<file path="config.mk">
export PLATFORM = sky130hd
export DESIGN_NAME = log_op_issuer_flat
export DESIGN_NICKNAME = d
export VERILOG_FILES = /design/src/rtl/log_pkg.sv /design/src/rtl/log_op_issuer_if.sv /design/src/rtl/log_cmd_fifo.sv /design/src/rtl/log_op_issuer.sv /design/src/flat_wrapper.sv
export SDC_FILE = /design/constraint.sdc
export NUM_CORES = 1
export LEC_CHECK = 0
export ABC_AREA = 1
export CAP_MARGIN = 20
export CORE_MARGIN = 2
export CORE_UTILIZATION = 30
export CTS_BUF_LIST = sky130_fd_sc_hd__clkbuf_4
export DETAILED_ROUTE_END_ITERATION = 7
export HOLD_SLACK_MARGIN = 0.08
export PLACE_DENSITY_LB_ADDON = 0.25
export SLEW_MARGIN = 20
export SYNTH_ARGS = -nofsm -noshare
export SYNTH_HDL_FRONTEND = slang
export SYNTH_SLANG_ARGS = --single-unit
</file>
<file path="constraint.sdc">
create_clock -name clk -period 9.4 [get_ports clk]
set_input_delay 0.94 -clock clk [delete_from_list [all_inputs] [get_ports clk]]
set_output_delay 0.94 -clock clk [all_outputs]
set_load 0.05 [all_outputs]
</file>
<file path="src/rtl/log_pkg.sv">
// Shared definitions for the logic-operation issuer.
// Contents: opcode constants, FSM state encoding, and log_ref(), a local model of the
// 64-bit logic unit. The issuer calls log_ref() only when LOG_RESULT_CHECK_EN is defined.
package log_pkg;

    localparam logic [2:0] OP_AND  = 3'b000;
    localparam logic [2:0] OP_NAND = 3'b001;
    localparam logic [2:0] OP_OR   = 3'b010;
    localparam logic [2:0] OP_NOR  = 3'b011;
    localparam logic [2:0] OP_XOR  = 3'b100;
    localparam logic [2:0] OP_XNOR = 3'b101;
    localparam logic [2:0] OP_NOTA = 3'b110;
    localparam logic [2:0] OP_ILL  = 3'b111;

    typedef enum logic [1:0] {
        IDLE  = 2'd0,
        ISSUE = 2'd1,
        DONE  = 2'd2
    } state_t;

    function automatic logic [63:0] log_ref(input logic [2:0]  op,
                                            input logic [63:0] a,
                                            input logic [63:0] b);
        logic [63:0] r;
        case (op)
            OP_AND:  r = a & b;
            OP_NAND: r = ~(a & b);
            OP_OR:   r = a | b;
            OP_NOR:  r = ~(a | b);
            OP_XOR:  r = a ^ b;
            OP_XNOR: r = ~(a ^ b);
            OP_NOTA: r = ~a;
            default: r = '0;
        endcase
        return r;
    endfunction

endpackage

</file>
<file path="src/rtl/log_op_issuer_if.sv">
// Bus bundle for log_op_issuer: command channel, logic-unit port and response channel.
// Modport master: the requester/environment side. It drives commands, lu_result and
// rsp_ready.
// Modport slave: the issuer itself.
interface log_op_issuer_if #(
    parameter int unsigned TAGW = 4
);
    logic            cmd_valid;
    logic            cmd_ready;
    logic [2:0]      cmd_op;
    logic [63:0]     cmd_opa;
    logic [63:0]     cmd_opb;
    logic [TAGW-1:0] cmd_tag;

    logic [2:0]      lu_op;
    logic [63:0]     lu_opa;
    logic [63:0]     lu_opb;
    logic [63:0]     lu_result;

    logic            rsp_valid;
    logic            rsp_ready;
    logic [63:0]     rsp_data;
    logic [TAGW-1:0] rsp_tag;
    logic            rsp_err;

    modport master (
        output cmd_valid, cmd_op, cmd_opa, cmd_opb, cmd_tag, lu_result, rsp_ready,
        input  cmd_ready, lu_op, lu_opa, lu_opb, rsp_valid, rsp_data, rsp_tag, rsp_err
    );

    modport slave (
        input  cmd_valid, cmd_op, cmd_opa, cmd_opb, cmd_tag, lu_result, rsp_ready,
        output cmd_ready, lu_op, lu_opa, lu_opb, rsp_valid, rsp_data, rsp_tag, rsp_err
    );
endinterface

</file>
<file path="src/rtl/log_cmd_fifo.sv">
// Synchronous command FIFO with DEPTH entries (power of 2, >= 2) of WIDTH bits.
// Ports:
//   clk, rst_n   clock; synchronous active-low reset (empties the FIFO)
//   push, wdata  write request/data; ignored when full
//   pop          read request; ignored when empty; rdata shows the head combinationally
//   full, empty, count  occupancy status
module log_cmd_fifo #(
    parameter int unsigned DEPTH = 4,
    parameter int unsigned WIDTH = 8
) (
    input  logic                   clk,
    input  logic                   rst_n,
    input  logic                   push,
    input  logic [WIDTH-1:0]       wdata,
    input  logic                   pop,
    output logic [WIDTH-1:0]       rdata,
    output logic                   full,
    output logic                   empty,
    output logic [$clog2(DEPTH):0] count
);
    localparam int unsigned AW = $clog2(DEPTH);

    logic [WIDTH-1:0] mem [DEPTH];
    logic [AW-1:0]    wr_ptr;
    logic [AW-1:0]    rd_ptr;
    logic [AW:0]      count_q;
    logic             do_push;
    logic             do_pop;

    assign full    = (count_q == (AW+1)'(DEPTH));
    assign empty   = (count_q == '0);
    assign count   = count_q;
    assign rdata   = mem[rd_ptr];
    assign do_push = push && !full;
    assign do_pop  = pop && !empty;

    // Pointers wrap naturally because DEPTH is a power of 2.
    always_ff @(posedge clk) begin
        if (!rst_n) begin
            wr_ptr  <= '0;
            rd_ptr  <= '0;
            count_q <= '0;
        end else begin
            if (do_push) wr_ptr <= wr_ptr + 1'b1;
            if (do_pop)  rd_ptr <= rd_ptr + 1'b1;
            case ({do_push, do_pop})
                2'b10:   count_q <= count_q + 1'b1;
                2'b01:   count_q <= count_q - 1'b1;
                default: ;
            endcase
        end
    end

    // Storage needs no reset; only entries behind valid pointers are ever read.
    always_ff @(posedge clk) begin
        if (do_push) mem[wr_ptr] <= wdata;
    end

endmodule

</file>
<file path="src/rtl/log_op_issuer.sv">
// Requester-side front end for the 64-bit integer logic unit.
// Buffers tagged commands in log_cmd_fifo and issues them one at a time. It waits LAT
// cycles, captures lu_result, and returns the result in order with its tag.
// Ports:
//   clk, rst_n  clock; synchronous active-low reset
//   bus         log_op_issuer_if.slave: cmd_*, lu_*, rsp_* channels
//   busy        FSM not idle or commands queued
//   chk_fail    (only with LOG_RESULT_CHECK_EN) sticky lu_result mismatch flag
// Optional feature macro: LOG_RESULT_CHECK_EN. When it is defined, each lu_result is
// compared against a local log_ref() model. A mismatch sets rsp_err and the sticky
// chk_fail.
module log_op_issuer
    import log_pkg::*;
#(
    parameter int unsigned DEPTH = 4,
    parameter int unsigned TAGW  = 4,
    parameter int unsigned LAT   = 1
) (
    input  logic          clk,
    input  logic          rst_n,
    log_op_issuer_if.slave bus,
    output logic          busy
`ifdef LOG_RESULT_CHECK_EN
    ,
    output logic          chk_fail
`endif
);
    localparam int unsigned FW = 3 + 64 + 64 + TAGW;
    localparam int unsigned CW = (LAT > 1) ? $clog2(LAT) : 1;
    // Counter runs 0..LAT-1; the result is sampled on the edge that completes LAT cycles.
    localparam logic [CW-1:0] CNT_LAST = CW'(LAT - 1);

    logic [FW-1:0]         fifo_rdata;
    logic                  fifo_full;
    logic                  fifo_empty;
    logic [$clog2(DEPTH):0] fifo_count;
    logic                  pop;

    logic [2:0]            head_op;
    logic [63:0]           head_opa;
    logic [63:0]           head_opb;
    logic [TAGW-1:0]       head_tag;

    state_t                state_q;
    logic [CW-1:0]         cnt_q;
    logic [2:0]            op_q;
    logic [63:0]           opa_q;
    logic [63:0]           opb_q;
    logic [TAGW-1:0]       tag_q;
    logic [63:0]           rsp_data_q;
    logic                  rsp_valid_q;
    logic                  rsp_err_q;
`ifdef LOG_RESULT_CHECK_EN
    logic                  chk_fail_q;
`endif

    log_cmd_fifo #(
        .DEPTH (DEPTH),
        .WIDTH (FW)
    ) u_fifo (
        .clk   (clk),
        .rst_n (rst_n),
        .push  (bus.cmd_valid),
        .wdata ({bus.cmd_op, bus.cmd_opa, bus.cmd_opb, bus.cmd_tag}),
        .pop   (pop),
        .rdata (fifo_rdata),
        .full  (fifo_full),
        .empty (fifo_empty),
        .count (fifo_count)
    );

    assign {head_op, head_opa, head_opb, head_tag} = fifo_rdata;

    // Pop from IDLE, or chain straight into the next command on a response handshake.
    assign pop = !fifo_empty &&
                 ((state_q == IDLE) || ((state_q == DONE) && bus.rsp_ready));

    always_ff @(posedge clk) begin
        if (!rst_n) begin
            state_q     <= IDLE;
            cnt_q       <= '0;
            op_q        <= '0;
            opa_q       <= '0;
            opb_q       <= '0;
            tag_q       <= '0;
            rsp_data_q  <= '0;
            rsp_valid_q <= 1'b0;
            rsp_err_q   <= 1'b0;
`ifdef LOG_RESULT_CHECK_EN
            chk_fail_q  <= 1'b0;
`endif
        end else begin
            unique case (state_q)
                ISSUE: begin
                    if (cnt_q == CNT_LAST) begin
                        rsp_data_q  <= bus.lu_result;
                        rsp_valid_q <= 1'b1;
                        state_q     <= DONE;
`ifdef LOG_RESULT_CHECK_EN
                        if (bus.lu_result != log_ref(op_q, opa_q, opb_q)) begin
                            rsp_err_q  <= 1'b1;
                            chk_fail_q <= 1'b1;
                        end
`endif
                    end else begin
                        cnt_q <= cnt_q + 1'b1;
                    end
                end
                DONE: begin
                    if (bus.rsp_ready) begin
                        rsp_valid_q <= 1'b0;
                        state_q     <= IDLE;
                    end
                end
                default: ;
            endcase

            // A pop overrides the DONE->IDLE move above when more work is queued.
            if (pop) begin
                tag_q <= head_tag;
                cnt_q <= '0;
                if (head_op == OP_ILL) begin
                    // Illegal ops never reach the logic unit, so lu_* keep their old values.
                    rsp_data_q  <= '0;
                    rsp_err_q   <= 1'b1;
                    rsp_valid_q <= 1'b1;
                    state_q     <= DONE;
                end else begin
                    op_q      <= head_op;
                    opa_q     <= head_opa;
                    opb_q     <= head_opb;
                    rsp_err_q <= 1'b0;
                    state_q   <= ISSUE;
                end
            end
        end
    end

    assign bus.cmd_ready = !fifo_full;
    assign bus.lu_op     = op_q;
    assign bus.lu_opa    = opa_q;
    assign bus.lu_opb    = opb_q;
    assign bus.rsp_valid = rsp_valid_q;
    assign bus.rsp_data  = rsp_data_q;
    assign bus.rsp_tag   = tag_q;
    assign bus.rsp_err   = rsp_err_q;
    assign busy          = (state_q != IDLE) || (fifo_count != '0);
`ifdef LOG_RESULT_CHECK_EN
    assign chk_fail      = chk_fail_q;
`endif

endmodule

</file>
<file path="src/flat_wrapper.sv">
// flat-port wrapper written by rule: the top's interface ports become plain ports
module log_op_issuer_flat import log_pkg::*;
#(
    parameter int unsigned DEPTH = 4,
    parameter int unsigned TAGW  = 4,
    parameter int unsigned LAT   = 1
)
  (clk, rst_n, busy, bus_cmd_valid, bus_cmd_op, bus_cmd_opa, bus_cmd_opb, bus_cmd_tag, bus_lu_result, bus_rsp_ready, bus_cmd_ready, bus_lu_op, bus_lu_opa, bus_lu_opb, bus_rsp_valid, bus_rsp_data, bus_rsp_tag, bus_rsp_err);
  log_op_issuer_if #(.TAGW(TAGW)) bus_i ();
  input  logic clk;
  input  logic rst_n;
  output logic busy;
  input wire logic [$bits(bus_i.cmd_valid)-1:0] bus_cmd_valid;
  input wire logic [$bits(bus_i.cmd_op)-1:0] bus_cmd_op;
  input wire logic [$bits(bus_i.cmd_opa)-1:0] bus_cmd_opa;
  input wire logic [$bits(bus_i.cmd_opb)-1:0] bus_cmd_opb;
  input wire logic [$bits(bus_i.cmd_tag)-1:0] bus_cmd_tag;
  input wire logic [$bits(bus_i.lu_result)-1:0] bus_lu_result;
  input wire logic [$bits(bus_i.rsp_ready)-1:0] bus_rsp_ready;
  output wire logic [$bits(bus_i.cmd_ready)-1:0] bus_cmd_ready;
  output wire logic [$bits(bus_i.lu_op)-1:0] bus_lu_op;
  output wire logic [$bits(bus_i.lu_opa)-1:0] bus_lu_opa;
  output wire logic [$bits(bus_i.lu_opb)-1:0] bus_lu_opb;
  output wire logic [$bits(bus_i.rsp_valid)-1:0] bus_rsp_valid;
  output wire logic [$bits(bus_i.rsp_data)-1:0] bus_rsp_data;
  output wire logic [$bits(bus_i.rsp_tag)-1:0] bus_rsp_tag;
  output wire logic [$bits(bus_i.rsp_err)-1:0] bus_rsp_err;
  assign bus_i.cmd_valid = bus_cmd_valid;
  assign bus_i.cmd_op = bus_cmd_op;
  assign bus_i.cmd_opa = bus_cmd_opa;
  assign bus_i.cmd_opb = bus_cmd_opb;
  assign bus_i.cmd_tag = bus_cmd_tag;
  assign bus_i.lu_result = bus_lu_result;
  assign bus_i.rsp_ready = bus_rsp_ready;
  assign bus_cmd_ready = bus_i.cmd_ready;
  assign bus_lu_op = bus_i.lu_op;
  assign bus_lu_opa = bus_i.lu_opa;
  assign bus_lu_opb = bus_i.lu_opb;
  assign bus_rsp_valid = bus_i.rsp_valid;
  assign bus_rsp_data = bus_i.rsp_data;
  assign bus_rsp_tag = bus_i.rsp_tag;
  assign bus_rsp_err = bus_i.rsp_err;
  log_op_issuer #(.DEPTH(DEPTH), .TAGW(TAGW), .LAT(LAT)) u_core (.clk(clk), .rst_n(rst_n), .bus(bus_i), .busy(busy));
endmodule
</file>
# == Word-level counts from Yosys, hierarchy flattened ==
# Memory sizes are Yosys's and may differ from the RTL's. A register that Yosys moved wholly into a read port is not among the register bits.
# Cells that the tools add are included.
# totals
elab_cells,66
memories,1
mem_bits_rw,540
reg_bits,211
# memory_table
name,words,width,rd,rd_clocked_by_memory_dff,wr,line,source
u_core.u_fifo.mem,4,135,1,1,1,log_cmd_fifo.sv:23,logic [WIDTH-1:0] mem [DEPTH];
# classes
muxes,21
bitwise,2
reduce_logical,17
eq_ne,8
n_addsub,5
# op_table
cell,n
64-bit two-way mux,4
2-bit two-way mux,6
1-bit two-way mux,8
3-bit equality test (second input constant),2
3-bit inequality test (second input constant),2
3-bit one-hot mux with 2 select lines,1
3-bit nonzero test,2
2-bit by 1-bit adder with 2-bit output (second input constant),2
2-bit by 1-bit equality test with 1-bit output (second input constant),2
2-bit equality test (second input constant),2
1-bit logical AND,4
2-bit one-hot mux with 2 select lines,1
2-bit nonzero test,2
3-bit by 1-bit adder with 3-bit output (second input constant),1
3-bit logical NOT,1
3-bit AND reduction,1
3-bit by 1-bit subtractor with 3-bit output (second input constant),1
1-bit logical NOT,2
2-bit logical NOT,1
1-bit logical OR,2
1-bit inverter,2
1-bit one-hot mux with 2 select lines,1
2-bit AND reduction,1
2-bit OR reduction,1
1-bit adder (second input constant),1

# == Logic depth before layout (Yosys ltp) ==
# Gate-level depths: netlist of the first run.
# logic_depth
depth_word,7
depth_mapped,15
ltp_nobuf,13

# == By module ==
# Synthesis of the first run repeated with hierarchy kept, for this count alone.
# hier_totals
cells_unflattened,2293
hier_area_um2,27781.6
# by_module_without_submodules
mod,cells_per_inst,area_per_inst_um2,seq_area_each_um2,n_inst
log_cmd_fifo,1375,20497.2,16395.7,1
log_op_issuer,918,7284.5,4063.9,1

# == Worst setup path before layout of the first run ==
# OpenSTA, ideal clock, no wires.
# synth_path
kind,in2reg
from,in bus_cmd_valid
to,mem u_core.u_fifo.mem[0][0] in the netlist's numbering (enable)
required_time_ns,8.768
path_buffers,0
arrival_ns,6.767
slack_ns,2.002
stages,2
setup_time_ns,0.632
path_cell_list,nand2_1 nor2_1
# synth_via
elab_chain_cells,3
# synth_rtl
item,line,source
from (decl),flat_wrapper.sv:13,input wire logic [$bits(bus_i.cmd_valid)-1:0] bus_cmd_valid;
1-bit logical AND,log_cmd_fifo.sv:34,assign do_push = push && !full;
1-bit two-way mux,log_cmd_fifo.sv:56,if (do_push) mem[wr_ptr] <= wdata;
1-bit two-way mux (not written as such),log_cmd_fifo.sv:56,
to (decl),log_cmd_fifo.sv:23,
# Every way passes these cells.

==> results.ini, run 1 <==
[status]
status=completed

[die]
coreArea_um2=98100
die_h_um=318
die_w_um=318
row_count=115
start_util_pct=30.2
fp.dieArea_um2=101000
num_io_pins=406

[routing]
drt_iter0_drc=1033
dr.pass1.iters=5
vias_per_cell=4.45
wl_met3_mm=4.73
routed-via-count=21051
ant_nets=0
top_layer_used=met5
met1Wirelength_mm=34.6
drc=0
routed_wl_mm=80.8
wl_per_cell_um=17.1
wl_met2_mm=39.4

[worst_setup_path]
crit_family=buffers and inverters
required_ns=10.31
cp.depth=10
r2r_slack_ns=4.79
path_cells=buf_4 -> nand2_1 -> nand3_1 -> nand2_1 -> nand3_4 -> buf_4 -> buf_4 -> nand3_1 -> nand2_1 -> nor2_1
end_kind=flop
cp-start-kind=flop
critPathSlowestCell=dfxtp_4
slowest_delay_ns=0.90
reg2reg_to=u_core.bus.lu_opa[54]
crit_type=reg -> reg
path_buf_inv=3
worst_ep_arrival_time_ns=5.52
reg2reg_depth=10
path_max_fanout=81

[yosys]
synth.most_common_cell=nor2_1
synth_top_area_share_pct=54.7
synth-edff-count=540
synthArstFlopShare_pct=0
avgSynthCellArea_um2=10.6
synth_compound_area_share_pct=7.26
synthMuxAreaShare_pct=2.43
synth_cell_types=26
yosysWarnings=0
synth_top_cell_by_area=edfxtp_1
ys_seq_area_share_pct=69.0
synthesis.nets=3017
synthFlopType=edfxtp_1
synthCells=2805
synth_xor_area_share_pct=0
syn-cell-area_um2=29700
synthAdderAreaFrac_pct=0.405
synth_area_leaders=edfxtp_1 55%, dfxtp_1 14%, nor2_1 8.4%
yosys-top-cells-count=664 x nor2_1, 540 x edfxtp_1, 283 x nand2_1, 223 x o21ai_0, 212 x dfxtp_1
synth_top_family_by_area=simple AND/OR/NAND/NOR gates
synth-seq-cells=752
synth_simple_gate_area_share_pct=15.5

[sta]
hold_viol=0
tns_ns=0
fmax_mhz=217
fin_crit_ns=4.61
worstMarginPinSlew_ns=1.08
rsz0062_at_grt=false
fin_crit_sh_pct=49.0
drv_slew=0
setup_viol=0
clock_skew_ns=0.0677
slew_headroom_pct=27.7

[global_route]
grt_usage_pct=15.8
overflow=0
grt_antenna_before_repair=13
grt_first_pass_wirelength_mm=123
grt_max_degree=149
grt_pass1_vias=20661

[finish]
area_growth_pct=26.9
final_cells=4729
regArea_um2=20500
nets=3469
multi_input_area_um2=7620
drive_gt1_share_pct=13.0
nFillCells=9824

[clocking]
htreeDepth=4
cts.sinks=752
ctsLongestPathBuffers=3
cts_buffers=203
cts.repair.resized=0
clk_latency_ns=1.08
clk_pin_slew_worst_paths_ns=0.08
hold_buffers=0
cts-root-buf=clkbuf_4
post_cts_buffers=0
cts_tree=built

[run]
drv_cap=0

[power_and_ir_drop]
p_per_area_nw_per_um2=344
ir_drop_mv=0.340
power_leakage_uw=0.0144

[hold_path]
hold_path_startpoint=rst_n
hold_depth=3
hold_end=u_core.bus.lu_opa[32]
hp-class=in -> reg

[placement]
hpwl_mm=45.2
dp.cells=4339
portBuffers=405
gp_congestion=0.723

[worst max path at each step]
stage | startpoint | endpoint | slack [ns]
floorplan | bus_cmd_valid | u_core.u_fifo.mem[0][0] | 2.00
global placement | flop | u_core.bus.lu_opa[41] | 4.77
detailed placement | flop | u_core.bus.lu_opa[36] | 4.70
CTS | flop | u_core.bus.lu_opb[24] | 4.69
global route | flop | u_core.bus.lu_opb[33] | 4.37
finish | flop | u_core.bus.lu_opa[54] | 4.79
[layout by cell type, fill, tap and decap left out, types with 3 or more instances in the layout]
cell             instances
a21oi_1                143
inv_6                    4
diode_2                  8
clkdlybuf4s50_1        404
clkinv_4                 3
o21ai_1                 56
nand2_1                283
o21ai_0                223
a31oi_1                  4
nor2_1                 660
clkinv_2                13
nand3_1                199
clkinv_1               148
bufinv_16                5
buf_4                   21
mux2_2                  64
edfxtp_1               540
nor2_4                   4
clkbuf_4               317
ha_1                     7
buf_12                   3
inv_2                    3
inv_1                  104
dfxtp_1                210
[final cells by class]
type | count | share of cell area, %
Sequential cell | 752 | 54.4
Clock inverter | 65 | 1.14
Timing Repair Buffer | 429 | 11.4
Inverter | 219 | 2.22
Tap cell | 1287 | 4.28
Multi-Input combinational cell | 1652 | 20.2
Antenna cell | 8 | 0.0532
Clock buffer | 317 | 6.32
[stage by stage]
step           area (µm²)  setup WS [ns]  total power, µW  utilization (%)  hold WS, ns
2_1_floorplan       29700           2.00             8390                -        0.436
3_3_place_gp        34800           4.77            10000             35.5        0.440
3_5_place_dp        34800           4.70            10100             35.5        0.450
4_1_cts             37600           4.69            13200             38.3        0.207
5_1_grt             37600           4.37            13900             38.3        0.288
6_report            37600           4.79            13000             38.4        0.378
[state kept, by name, indices dropped and copies added (netlist names), named ones only]
signal / flops
u_core.u_fifo.count: 3
u_core.bus.rsp_valid: 1
u_core.bus.rsp_data: 64
u_core.u_fifo.rd_ptr: 2
u_core.state_q: 2
u_core.bus.lu_op: 3
u_core.bus.rsp_err: 1
u_core.bus.lu_opa: 64
u_core.u_fifo.mem: 540
u_core.bus.lu_opb: 64
u_core.bus.rsp_tag: 4
u_core.u_fifo.wr_ptr: 2
[cell families (layout without fill, tap and decap cells)]
group                    Yosys count  count (layout)
multiplexers                      64              64
buffers and inverters            401            1030
adder cells (fa/ha/maj)            9               9
AND/OR/NAND/NOR                 1151            1151
other                              0               8
AO/OA/AOI/OAI                    428             428
flip-flops                       752             752
[worst min-delay path, cell delays in order]
cell and delay (ns):
buf_6 0.28, nand2_1 0.16, nor2_1 0.03
[report_power, final]
| group | leakage (µW) | internal (µW) | total [µW] | switching, µW |
|---|---|---|---|---|
| clock network | 0.00167 | 1680 | 3060 | 1380 |
| logic | 0.00602 | 1670 | 5340 | 3670 |
| registers | 0.00670 | 4230 | 4560 | 327 |
| total | 0.0144 | 7580 | 13000 | 5370 |
[per-layer routing]
metal	track usage (%)	vias up
li1	-	10466
met1	19.1	9878
met2	26.4	554
met3	4.50	143
met4	6.76	10
met5	0	-
Note: power is estimated with default switching activity, not from simulation.
==> inputs of run 2 (changes only) <==
==> constraint.sdc (replaced) <==
create_clock -name clk -period 4.3 [get_ports clk]
set_input_delay 0.43 -clock clk [delete_from_list [all_inputs] [get_ports clk]]
set_output_delay 0.43 -clock clk [all_outputs]
set_load 0.05 [all_outputs]
==> run 2 against run 1 <==
Compared with the run above: die area stayed put; routed wire length is 1.4% higher; non-clock buffer count up 201; largest cell class unchanged; largest power group unchanged.
==> results.ini, run 2 (same netlist as run 1, synthesis figures left out) <==
[status]
status=completed  ; unchanged

[finish]
final_common_cell=nor2_1  ; unchanged
largest_reg_flops=540  ; unchanged
area_growth_pct=33.9  ; was 26.9%
nets=3671  ; was 3469
regMostFlops=u_core.u_fifo.mem  ; unchanged
final_cells=4925  ; was 4729
regArea_um2=20500  ; unchanged
multi_input_area_um2=7620  ; unchanged
layout_common_cells=660 x nor2_1, 540 x edfxtp_1, 404 x clkdlybuf4s50_1  ; unchanged
drive_gt1_share_pct=12.5  ; was 13.0%
nFillCells=9600  ; was 9824

[clocking]
ctsLongestPathBuffers=3  ; unchanged
htreeDepth=4  ; unchanged
cts_tree=built  ; unchanged
clk_latency_ns=1.10  ; was 1.08 ns
hold_buffers=198  ; was 0
cts.sinks=752  ; unchanged
post_cts_buffers=0  ; unchanged
cts.repair.resized=0  ; unchanged
clk_pin_slew_worst_paths_ns=0.06  ; was 0.08 ns
cts-root-buf=clkbuf_4  ; unchanged
cts_buffers=204  ; was 203

[die]
fp.dieArea_um2=101000  ; unchanged
num_io_pins=406  ; unchanged
row_count=115  ; unchanged
die_w_um=318  ; unchanged
start_util_pct=30.2  ; unchanged
die_h_um=318  ; unchanged
coreArea_um2=98100  ; unchanged

[worst_setup_path]
path_cells=inv_1 -> ha_1 -> nand4_1 -> clkdlybuf4s50_1  ; was buf_4 -> nand2_1 -> nand3_1 -> nand2_1 -> nand3_4 -> buf_4 -> buf_4 -> nand3_1 -> nand2_1 -> nor2_1
end_kind=primary output  ; was flop
worst_ep_arrival_time_ns=2.65  ; was 5.52 ns
required_ns=3.87  ; was 10.31 ns
slowest_delay_ns=0.84  ; was 0.90 ns
reg2reg_to=u_core.bus.lu_opa[54]  ; unchanged
r2r_slack_ns=1.34  ; was 4.79 ns
path_max_fanout=3  ; was 81
critPathSlowestCell=clkdlybuf4s50_1  ; was dfxtp_4
reg2reg_depth=10  ; unchanged
cp-start-kind=flop  ; unchanged
crit_type=reg -> out  ; was reg -> reg

[power_and_ir_drop]
power_frac_comb_pct=42.2  ; was 41.2%
power.switching_uw=11800  ; was 5370 µW
p_per_area_nw_per_um2=716  ; was 344 nW/µm²
power.internal_uw=16600  ; was 7580 µW
power_leakage_uw=0.0153  ; was 0.0144 µW
power_frac_clock_pct=22.9  ; was 23.6%
p_seq_share_pct=34.9  ; was 35.2%
ir_drop_mv=0.614  ; was 0.340 mV
power_uw=28400  ; was 13000 µW
swShare_pct=41.6  ; was 41.5%

[routing]
wl_per_cell_um=16.6  ; was 17.1 µm
ant_nets=0  ; unchanged
routed-via-count=21965  ; was 21051
drc=0  ; unchanged
routed_wl_mm=81.9  ; was 80.8 mm
vias_per_cell=4.46  ; was 4.45
drt_iter0_drc=1193  ; was 1033
dr.pass1.iters=5  ; unchanged

[sta]
fin_crit_sh_pct=71.7
setup_slack_ns=1.22  ; was 4.79 ns
setup_viol=0  ; unchanged
drv_slew=0  ; unchanged
clock_skew_ns=0.0896  ; was 0.0677 ns
fin_crit_ns=3.08
slew_headroom_pct=18.1  ; was 27.7%
worstMarginPinSlew_ns=1.23  ; was 1.08 ns
hold_ws_ns=0.261  ; was 0.378 ns
hold_viol=0  ; unchanged
fmax_mhz=324
rsz0062_at_grt=false  ; unchanged

[global_route]
grt_pass1_vias=21777  ; was 20661
grt_first_pass_wirelength_mm=126  ; was 123 mm
grt_usage_pct=16.1  ; was 15.8%
overflow=0  ; unchanged
grt_antenna_before_repair=9  ; was 13
grt_max_degree=187  ; was 149

[hold_path]
hp-class=in -> reg  ; unchanged
hold_path_startpoint=bus_lu_result[42]  ; was rst_n
hold_depth=4  ; was 3
hold_end=u_core.bus.rsp_data[42]  ; was u_core.bus.lu_opa[32]

[placement]
gp_congestion=0.753  ; was 0.723
hpwl_mm=44.3  ; was 45.2 mm
dp.cells=4342  ; was 4339
portBuffers=405  ; unchanged
place_worst_setup_slack_ns=1.29  ; was 4.70 ns

[run]
drv_cap=0  ; unchanged

-- run 2: how the worst max path moves through the flow --
| stage | start | end | depth (start not counted) |
|---|---|---|---|
| 4_1_cts | u_core.state_q[0] | busy | 4 |
| 6_report | u_core.state_q[0] | busy | 4 |
| 2_1_floorplan | u_core.u_fifo.count[1] | u_core.u_fifo.mem[0][0] | 4 |
| 3_5_place_dp | flop | u_core.bus.lu_opa[15] | 9 |
| 5_1_grt | u_core.state_q[0] | busy | 4 |
| 3_3_place_gp | flop | u_core.bus.lu_opb[14] | 9 |
-- run 2: power by group through the flow --
stage / sequential, µW / combinational [µW] / clock (µW)
3_3_place_gp: 10100 / 12000 / 0
5_1_grt: 10000 / 13200 / 7200
6_report: 9920 / 12000 / 6510
3_5_place_dp: 10100 / 12000 / 0
2_1_floorplan: 12600 / 5700 / 0
4_1_cts: 9930 / 12200 / 6800
-- run 2: critical path, delay by kind of cell, from the launching register on --
family                   cells  cell delay (ns)
AND/OR/NAND/NOR              1             0.10
buffers and inverters        2             0.91
adder cells (fa/ha/maj)      1             0.21
flip-flops                   1             0.35
-- run 2: metrics by stage --
stage | util [%] | cell area [µm²] | TNS (ns)
after floorplan | - | 29700 | -462.18
after global placement | 35.7 | 35000 | 0
after detailed placement | 35.7 | 35000 | 0
after CTS | 40.5 | 39700 | 0
after global routing | 40.5 | 39700 | 0
final | 40.5 | 39700 | 0
-- run 2: routing by layer --
metal	vias to the layer above	wire length (µm)	track usage [%]
met1	10367	34900	19.4
met3	128	4720	4.42
met4	8	1590	5.74
met5	-	48	0
met2	595	40700	27.6
li1	10867	-	-
-- run 2: layout make-up --
class                   count  share of cell area (%)
diodes                      8                  0.0504
clock buffers             325                    6.14
clock inverters            52                   0.712
inverters                 219                    2.11
multi-input cells        1652                    19.2
flip-flops and latches    752                    51.5
well taps                1287                    4.05
repair buffers            630                    16.2
==> inputs of run 3 (changes only) <==
==> constraint.sdc (replaced) <==
create_clock -name clk -period 2.9 [get_ports clk]
set_input_delay 0.29 -clock clk [delete_from_list [all_inputs] [get_ports clk]]
set_output_delay 0.29 -clock clk [all_outputs]
set_load 0.05 [all_outputs]
==> run 3 against run 2 <==
Compared with the run above: non-clock buffer count grew 34; via count shrank 0.28%; count of clock-buffer cells in the layout shrank 3; clock skew shrank 0.010 ns; design area grew 1.2%; combinational power grew 53%; utilization grew 0.48 points; critical path depth shrank 3.
==> results.ini, run 3 (same netlist as run 1, synthesis figures left out) <==
[status]
status=completed  ; unchanged

[finish]
area_growth_pct=35.5  ; was 33.9%
drive_gt1_share_pct=13.1  ; was 12.5%
final_common_cell=nor2_1  ; unchanged
final_cells=4952  ; was 4925
layout_common_cells=660 x nor2_1, 540 x edfxtp_1, 402 x clkdlybuf4s50_1  ; was 660 x nor2_1, 540 x edfxtp_1, 404 x clkdlybuf4s50_1
regMostFlops=u_core.u_fifo.mem  ; unchanged
largest_reg_flops=540  ; unchanged
nets=3702  ; was 3671

[worst_setup_path]
crit_type=reg -> out  ; unchanged
path_buf_inv=1  ; was 2
critPathSlowestCell=clkdlybuf4s50_1  ; unchanged
path_max_fanout=2  ; was 3
worst_ep_arrival_time_ns=2.31  ; was 2.65 ns
crit_family=buffers and inverters  ; unchanged
path_cells=clkdlybuf4s50_1  ; was inv_1 -> ha_1 -> nand4_1 -> clkdlybuf4s50_1
cp-start-kind=flop  ; unchanged
cp.depth=1  ; was 4
required_ns=2.61  ; was 3.87 ns
slowest_delay_ns=0.85  ; was 0.84 ns
end_kind=primary output  ; unchanged
reg2reg_depth=13  ; was 10

[routing]
routed-via-count=21904  ; was 21965
routed_wl_mm=82.3  ; was 81.9 mm
met1Wirelength_mm=36.3  ; was 34.9 mm
wl_met3_mm=4.13  ; was 4.72 mm
top_layer_used=met5  ; unchanged
wl_met2_mm=40.1  ; was 40.7 mm
ant_nets=0  ; unchanged
drc=0  ; unchanged
drt_iter0_drc=1091  ; was 1193
vias_per_cell=4.42  ; was 4.46
dr.pass1.iters=5  ; unchanged
wl_per_cell_um=16.6  ; about the same

[placement]
dp.cells=4372  ; was 4342
portBuffers=405  ; unchanged
gp_congestion=0.755  ; was 0.753
hpwl_mm=47.3  ; was 44.3 mm

[clocking]
clk_pin_slew_worst_paths_ns=0.07  ; was 0.06 ns
cts-root-buf=clkbuf_4  ; unchanged
clk_latency_ns=1.07  ; was 1.10 ns
htreeDepth=4  ; unchanged
cts.sinks=752  ; unchanged
cts_buffers=201  ; was 204
ctsLongestPathBuffers=3  ; unchanged
cts_tree=built  ; unchanged

[power_and_ir_drop]
power_frac_comb_pct=43.0  ; was 42.2%
power.switching_uw=17600  ; was 11800 µW
p_seq_share_pct=34.3  ; was 34.9%
p_per_area_nw_per_um2=1060  ; was 716 nW/µm²
ir_drop_mv=1.08  ; was 0.614 mV
power.internal_uw=25100  ; was 16600 µW
power_leakage_uw=0.0155  ; was 0.0153 µW
swShare_pct=41.2  ; was 41.6%
power_frac_clock_pct=22.7  ; was 22.9%

[sta]
setup_viol=0  ; unchanged
worstMarginPinSlew_ns=0.794  ; was 1.23 ns
slew_headroom_pct=47.1  ; was 18.1%
fin_crit_sh_pct=89.8
rsz0062_at_grt=false  ; unchanged
fin_crit_ns=2.60
hold_viol=0  ; unchanged
clock_skew_ns=0.0795  ; was 0.0896 ns
fmax_mhz=384
hold_ws_ns=0.299  ; was 0.261 ns
drv_slew=0  ; unchanged

[hold_path]
hp-class=in -> reg  ; unchanged
hold_depth=4  ; unchanged

[global_route]
grt_first_pass_wirelength_mm=128  ; was 126 mm
grt_max_degree=141  ; was 187
grt_antenna_before_repair=8  ; was 9
grt_usage_pct=16.2  ; was 16.1%
grt_pass1_vias=21836  ; was 21777
overflow=0  ; unchanged

[die]
start_util_pct=30.2  ; unchanged
num_io_pins=406  ; unchanged
die_w_um=318  ; unchanged
row_count=115  ; unchanged
die_h_um=318  ; unchanged
fp.dieArea_um2=101000  ; unchanged
coreArea_um2=98100  ; unchanged

[run]
drv_cap=0  ; unchanged

## run 3: cell types whose count changed in the layout (fill, tap and decap cells not counted), sizes merged, moves of 2 or more
cell | before | now
buf | 28 | 58
bufinv | 1 | 3
clkbuf | 325 | 323
clkdlybuf4s50 | 404 | 402
diode | 8 | 6
dlygate4sd3 | 198 | 202
inv | 117 | 113
## run 3: power by group through the flow
stage	sequential, µW	combinational [µW]	clock [µW]
after floorplan	18600	8480	0
after global placement	14900	18300	0
after detailed placement	14900	18400	0
after CTS	14700	18700	10100
after global routing	14800	20200	10700
final	14600	18300	9690
## run 3: routing by layer
layer,vias to the layer above,global-route usage (%)
met5,-,0
li1,10927,-
met4,8,5.63
met1,10316,19.7
met2,519,27.7
met3,134,4.31
## run 3: repair_timing
| item | CTS | global route |
|---|---|---|
| resized for setup | 2 | 2 |
| hold buffers | 202 | 0 |
| setup endpoints to repair | 2 | 1 |
| hold endpoints to repair | 753 | 0 |
| setup buffers | 0 | 0 |
## run 3: final cells by class
class | instances | area [µm²]
Clock inverter | 50 | 334
Antenna cell | 6 | 15.0
Fill cell | 9482 | 57900
Clock buffer | 322 | 2420
Timing Repair Buffer | 664 | 6860
Multi-Input combinational cell | 1652 | 7650
Sequential cell | 752 | 20500
Tap cell | 1287 | 1610
Inverter | 219 | 837
## run 3: worst register-to-register path, stage by stage, from the launching register on
cell	delay, ns
dfxtp_1	0.31
inv_1	0.10
ha_1	0.19
a21o_1	0.10
nand2_1	0.22
inv_8	0.14
ha_1	0.15
inv_1	0.07
fa_1	0.38
nor2_1	0.12
nor2_1	0.05
nand2_1	0.07
o21ai_0	0.07
a21oi_1	0.14
## run 3: final timing paths
check                                           start                endpoint  slack [ns]
worst min-delay path                            rst_n   u_core.bus.lu_opb[52]        0.30
worst max register to register      u_core.state_q[1]  u_core.u_fifo.count[2]        0.74
worst min register to register    u_core.bus.lu_op[1]     u_core.bus.lu_op[1]        0.45
worst max-delay path            u_core.bus.lu_opa[40]          bus_lu_opa[40]        0.30
## run 3: metrics by stage
step           TNS [ns]  cell area [µm²]  total power [µW]  setup slack [ns]  utilization [%]
6_report              0            40200             42700             0.296             41.0
5_1_grt               0            40200             45700            0.0867             41.0
2_1_floorplan   -113.57            29700             27100            -0.225                -
3_5_place_dp          0            35400             33200             0.540             36.1
4_1_cts               0            40200             43400           0.00787             40.9
3_3_place_gp          0            35400             33200             0.463             36.1
